`src/rtl/address_receiver_pkg.sv`:
```
// Shared definitions for the write-address link: default widths, beat-count macros and the receiver FSM states.
// ADDR_RX_GAP_HOLD_EN (used by address_receiver) selects hold-on-gap instead of abort-on-gap.
`ifndef MEM_ADDR_SIZE
`define MEM_ADDR_SIZE 32
`endif
`ifndef BANDWIDTH_WRITE_ADDRESS
`define BANDWIDTH_WRITE_ADDRESS 8
`endif
`ifndef ADDR_RX_BEATS
`define ADDR_RX_BEATS(m, b) (((m) + (b) - 1) / (b))
`endif
`ifndef ADDR_RX_REM
`define ADDR_RX_REM(m, b) ((m) % (b))
`endif

package address_receiver_pkg;

  localparam int DEF_MEM_ADDR_SIZE = `MEM_ADDR_SIZE;
  localparam int DEF_BW_WRITE_ADDR = `BANDWIDTH_WRITE_ADDRESS;

  typedef enum logic {
    ADDR_RX_IDLE = 1'b0,
    ADDR_RX_RECV = 1'b1
  } addr_rx_state_e;

endpackage

```
`src/rtl/address_receiver_out_reg.sv`:
```
// One-entry valid/ready holding register for reassembled addresses; flags an overwrite of an unconsumed entry.
module addr_out_reg #(
  parameter int W = 32
) (
  input  logic         clk,
  input  logic         reset,
  input  logic         load,
  input  logic [W-1:0] load_addr,
  input  logic         addr_ready,
  output logic [W-1:0] addr_out,
  output logic         addr_valid,
  output logic         overflow
);

  logic [W-1:0] addr_q, addr_d;
  logic         valid_q, valid_d;
  logic         overflow_q, overflow_d;

  always_comb begin
    addr_d     = addr_q;
    valid_d    = valid_q;
    overflow_d = 1'b0;
    // A completion always wins over the consumer's ready in the same cycle.
    if (load) begin
      addr_d     = load_addr;
      valid_d    = 1'b1;
      overflow_d = valid_q && !addr_ready;
    end else if (valid_q && addr_ready) begin
      valid_d = 1'b0;
    end
  end

  always_ff @(posedge clk) begin
    if (!reset) begin
      addr_q     <= '0;
      valid_q    <= 1'b0;
      overflow_q <= 1'b0;
    end else begin
      addr_q     <= addr_d;
      valid_q    <= valid_d;
      overflow_q <= overflow_d;
    end
  end

  assign addr_out   = addr_q;
  assign addr_valid = valid_q;
  assign overflow   = overflow_q;

endmodule

```
`src/rtl/address_receiver.sv`:
```
// Reassembles LSB-first address beats into a full address and hands it to addr_out_reg.
// Define ADDR_RX_GAP_HOLD_EN to hold a partial frame across send_addr gaps instead of aborting it.
module address_receiver
  import address_receiver_pkg::*;
#(
  parameter int MEM_ADDR_SIZE           = DEF_MEM_ADDR_SIZE,
  parameter int BANDWIDTH_WRITE_ADDRESS = DEF_BW_WRITE_ADDR
) (
  input  logic                               clk,
  input  logic                               reset,
  input  logic [BANDWIDTH_WRITE_ADDRESS-1:0] addr_bus,
  input  logic                               send_addr,
  input  logic                               addr_ready,
  output logic [MEM_ADDR_SIZE-1:0]           addr_out,
  output logic                               addr_valid,
  output logic                               busy,
  output logic                               overflow,
  output logic                               frame_err
);

  localparam int BW    = BANDWIDTH_WRITE_ADDRESS;
  localparam int BEATS = `ADDR_RX_BEATS(MEM_ADDR_SIZE, BANDWIDTH_WRITE_ADDRESS);
  localparam int WIDE  = BEATS * BW;
  localparam int CNT_W = (BEATS > 1) ? $clog2(BEATS) : 1;

  addr_rx_state_e           state_q, state_d;
  logic [CNT_W-1:0]         beat_cnt_q, beat_cnt_d;
  logic [MEM_ADDR_SIZE-1:0] shift_q, shift_d;
  logic [WIDE-1:0]          beat_ext;
  logic [MEM_ADDR_SIZE-1:0] assembled;
  logic                     complete;
  logic                     frame_err_d;

  // Place the beat at its slice in a frame-wide vector; bits past MEM_ADDR_SIZE drop off on truncation.
  always_comb begin
    beat_ext = '0;
    for (int b = 0; b < BEATS; b++) begin
      if (beat_cnt_q == CNT_W'(b)) beat_ext[b*BW +: BW] = addr_bus;
    end
  end

  assign assembled = shift_q | beat_ext[MEM_ADDR_SIZE-1:0];

  always_comb begin
    state_d     = state_q;
    beat_cnt_d  = beat_cnt_q;
    shift_d     = shift_q;
    complete    = 1'b0;
    frame_err_d = 1'b0;
    unique case (state_q)
      ADDR_RX_IDLE: begin
        if (send_addr) begin
          shift_d = beat_ext[MEM_ADDR_SIZE-1:0];
          if (BEATS > 1) begin
            state_d    = ADDR_RX_RECV;
            beat_cnt_d = CNT_W'(1);
          end else begin
            complete = 1'b1;
          end
        end
      end
      ADDR_RX_RECV: begin
        if (send_addr) begin
          if (beat_cnt_q == CNT_W'(BEATS - 1)) begin
            complete   = 1'b1;
            beat_cnt_d = '0;
            state_d    = ADDR_RX_IDLE;
          end else begin
            shift_d    = assembled;
            beat_cnt_d = beat_cnt_q + CNT_W'(1);
          end
        end else begin
`ifdef ADDR_RX_GAP_HOLD_EN
          state_d = ADDR_RX_RECV;
`else
          frame_err_d = 1'b1;
          beat_cnt_d  = '0;
          state_d     = ADDR_RX_IDLE;
`endif
        end
      end
      default: state_d = ADDR_RX_IDLE;
    endcase
  end

  always_ff @(posedge clk) begin
    if (!reset) begin
      state_q    <= ADDR_RX_IDLE;
      beat_cnt_q <= '0;
      shift_q    <= '0;
    end else begin
      state_q    <= state_d;
      beat_cnt_q <= beat_cnt_d;
      shift_q    <= shift_d;
    end
  end

`ifdef ADDR_RX_GAP_HOLD_EN
  assign frame_err = 1'b0;
  logic unused_frame_err;
  assign unused_frame_err = frame_err_d;
`else
  logic frame_err_q;
  always_ff @(posedge clk) begin
    if (!reset) frame_err_q <= 1'b0;
    else        frame_err_q <= frame_err_d;
  end
  assign frame_err = frame_err_q;
`endif

  assign busy = (state_q == ADDR_RX_RECV);

  addr_out_reg #(.W(MEM_ADDR_SIZE)) u_addr_out_reg (
    .clk        (clk),
    .reset      (reset),
    .load       (complete),
    .load_addr  (assembled),
    .addr_ready (addr_ready),
    .addr_out   (addr_out),
    .addr_valid (addr_valid),
    .overflow   (overflow)
  );

endmodule

```
`config.mk`:
```
export PLATFORM = sky130hd
export DESIGN_NAME = address_receiver
export DESIGN_NICKNAME = d
export VERILOG_FILES = /design/src/rtl/address_receiver_pkg.sv /design/src/rtl/address_receiver_out_reg.sv /design/src/rtl/address_receiver.sv
export SDC_FILE = /design/constraint.sdc
export NUM_CORES = 1
export LEC_CHECK = 0
export BUFFER_PORTS_ARGS = -buffer_cell sky130_fd_sc_hd__buf_2
export CAP_MARGIN = 20
export CORE_MARGIN = 2
export CORE_UTILIZATION = 50
export DETAILED_ROUTE_END_ITERATION = 16
export GPL_TIMING_DRIVEN = 0
export PLACE_DENSITY_LB_ADDON = 0.12
export SYNTH_ARGS = -nofsm -noshare
export SYNTH_HDL_FRONTEND = slang
export SYNTH_HIERARCHICAL = 1
export SYNTH_SLANG_ARGS = --single-unit
```
`constraint.sdc`:
```
create_clock -name clk -period 3.1 [get_ports clk]
set_input_delay 0.155 -clock clk [delete_from_list [all_inputs] [get_ports clk]]
set_output_delay 0.155 -clock clk [all_outputs]
set_load 0.02 [all_outputs]
```
==> results.sh <==
export IMPL_die_h_um=79.8
export IMPL_p_seq_share_pct=49.8
export IMPL_ctsResizeCount=0
export IMPL_cp_required_ns=3.33
export IMPL_start_util_pct=51.9
export IMPL_core_area_um2=5540
export IMPL_insertion_delay_ns=0.35
export IMPL_final_nets=342
export IMPL_pin_count=48
export IMPL_drt_total_wl_mm=6.29
export IMPL_drive_above_1_share_pct=22.7
export IMPL_syn_area_um2=2880
export IMPL_cts_hold_buf=0
export IMPL_place_congestion=0.771
export IMPL_p_leak_uw=0.00155
export IMPL_diodes=0
export IMPL_period_share_pct=68.5
export IMPL_cap_violations=0
export IMPL_crit_buf_inv=4
export IMPL_synthDistinctLibCells=24
export IMPL_die_w_um=79.8
export IMPL_switchingPower_uw=433
export IMPL_critPathMaxFanout=10
export IMPL_peakVddDrop_uv=279
export IMPL_wl_per_cell_um=15.6
export IMPL_clock_path_buffers=2
export IMPL_status="finished, final reports clean"
export IMPL_first_pass_iters=6
export IMPL_worstSetupPathType="register to register"
export IMPL_min_path_type="input pin to register"
export IMPL_cp_slowest_cell="dfxtp_1"
export IMPL_rsz0062_at_grt="false"
export IMPL_dp_hpwl_mm=4.36
export IMPL_path_cells="ha_1, clkbuf_1, buf_2, and3_1, buf_6, buf_12, mux2i_1, nor2b_1"
export IMPL_numCtsBuffers=9
export IMPL_root_buffer="clkbuf_8"
export IMPL_gr_usage_all_layers_pct=21.2
export IMPL_portBuffers=47
export IMPL_ant_nets=0
export IMPL_avgSynthCellArea_um2=10.7
export IMPL_vias_per_cell=5.29
export IMPL_grt_max_degree=14
export IMPL_switching_share_pct=23.4
export IMPL_clk_pin_slew_ns=0.07
export IMPL_syn2layout_area_growth_pct=19.1
export IMPL_slew_headroom_pct=68.6
export IMPL_intPower_uw=1420
export IMPL_hold_ws_ns=0.122
export IMPL_vias=2132
export IMPL_cts_tree="yes"
export IMPL_yosysWarnings=6
export IMPL_finalHoldViolCount=0
export IMPL_design_power_total_uw=1850
export IMPL_ys_ff_latch=70
export IMPL_cpLargestDelayFamily="buffers and inverters"
export IMPL_grt_pass1_wl_mm=9.96
export IMPL_final_max_slew_viol_count=0
export IMPL_placement_rows=27
export IMPL_utilization_pct=61.8
export IMPL_combPwrFrac_pct=6.6
export IMPL_cp_end_kind="register"
export IMPL_first_iter_violations=68
export IMPL_ys_seq_area_share_pct=48.7
export IMPL_drc=0
export IMPL_netlist_instances=268
export IMPL_tightestPinTransition_ns=0.470
export IMPL_clock_sinks=70
export IMPL_grt_overflow_total=0
export IMPL_arrival_ns=2.36
export IMPL_antenna_found_initial=0
export IMPL_p_per_area_nw_per_um2=540
export IMPL_setup_viol=0
export IMPL_finClkSkew_ns=0.00874
export IMPL_tns_ns=0
export IMPL_h_tree_depth=3
export IMPL_pwr_share_clk_pct=43.7
export IMPL_die_area_um2=6370
export IMPL_max_freq_ghz=0.471
export IMPL_cts_setup_buffers=0
export IMPL_synth_nets=284
export IMPL_period_needed_ns=2.12
export IMPL_startpoint_type="register"
export IMPL_grt_pass1_vias=2033
export IMPL_critPathMaxStageDelay_ns=0.38
-- worst reg2reg max path, delay by kind of cell, from the launching register on --
| family | cells | cell delay (ns) |
|---|---|---|
| buffers and inverters | 4 | 1.00 |
| flip-flops | 1 | 0.38 |
| AND/OR/NAND/NOR | 2 | 0.26 |
| multiplexers | 1 | 0.21 |
| adder cells (fa/ha/maj) | 1 | 0.16 |
-- final cells by class --
cell class              count  area (µm²)
plain buffers              20         165
repair buffers             47         235
inverters                   2        7.51
flip-flops and latches     70        1400
fillers                   483        2120
clock inverters             7        98.8
clock buffers               9         124
well taps                  72        90.1
multi-input cells         176        1300
-- Yosys cell counts --
master	instances	area [µm²]
o21ai_1	1	5.00
o21ai_0	1	5.00
buf_12	3	60.1
and2_4	1	8.76
or3_1	1	6.26
buf_2	3	15.0
and3b_1	1	8.76
o21a_1	1	7.51
a21o_1	32	240
buf_6	5	56.3
and2_1	1	6.26
dfxtp_1	70	1400
a21boi_1	9	67.6
nand3_1	13	65.1
and2b_1	1	7.51
clkbuf_1	9	33.8
ha_1	4	50.1
and3_1	3	18.8
mux2i_1	32	320
nand2_1	17	63.8
inv_1	2	7.51
nor2b_1	33	206
nand2b_1	2	12.5
o2bb2ai_1	23	201
-- through the flow --
stage,area [µm²],std cells,worst slack (ns)
finish,3420,403,0.975
global placement,3200,387,1.00
floorplan,2880,268,1.37
CTS,3420,403,0.964
detailed placement,3200,387,0.981
global route,3420,403,0.788
-- worst paths after layout --
kind,endpoint,slack [ns],cells past startpoint,from
setup / recovery,u_addr_out_reg/addr_out[31],0.98,8,beat_cnt_q[0]
hold / removal,u_addr_out_reg/addr_valid,0.12,3,addr_ready
setup reg to reg,u_addr_out_reg/addr_out[31],0.98,8,beat_cnt_q[0]
hold reg to reg,shift_q[25],0.46,2,shift_q[25]
-- kinds of logic after synthesis --
kind of cell	Yosys count	synth area share, %
AND/OR/NAND/NOR	73	14.1
flip-flops	70	48.7
adder cells (fa/ha/maj)	4	1.74
multiplexers	32	11.1
AO/OA/AOI/OAI	67	18.3
buffers and inverters	22	6.01
-- placed cells by master, fill, tap and decap left out --
master      Yosys  layout
clkinvlp_4      0       1
dfxtp_1        70      70
o2bb2ai_1      23      23
clkbuf_1        9       9
nand3_1        13      13
clkinv_4        0       3
buf_12          3       3
or3_1           1       1
a21boi_1        9       9
and3_1          3       3
and2b_1         1       1
clkbuf_8        0       9
nand2_1        17      17
nor2b_1        33      33
nand2b_1        2       2
bufinv_16       0       2
and2_4          1       1
a21o_1         32      32
ha_1            4       4
o21ai_1         1       1
o21ai_0         1       1
o21a_1          1       1
mux2i_1        32      32
buf_2           3      50
and2_1          1       1
and3b_1         1       1
clkinv_2        0       1
buf_6           5       5
inv_1           2       2
-- routing by layer --
layer	routed length (µm)	vias up	GRT usage [%]
met5	0	-	0
met1	2970	1004	28.5
li1	-	1059	-
met4	198	0	11.2
met3	326	15	6.22
met2	2790	54	30.7
-- power groups by stage --
stage / Clock (µW) / Combinational, µW / Sequential, µW
floorplan: 0 / 74.5 / 940
global placement: 0 / 119 / 940
detailed placement: 0 / 120 / 941
CTS: 822 / 121 / 920
global route: 868 / 131 / 921
finish: 807 / 121 / 920
No activity file was read; power rests on OpenSTA's default activity.
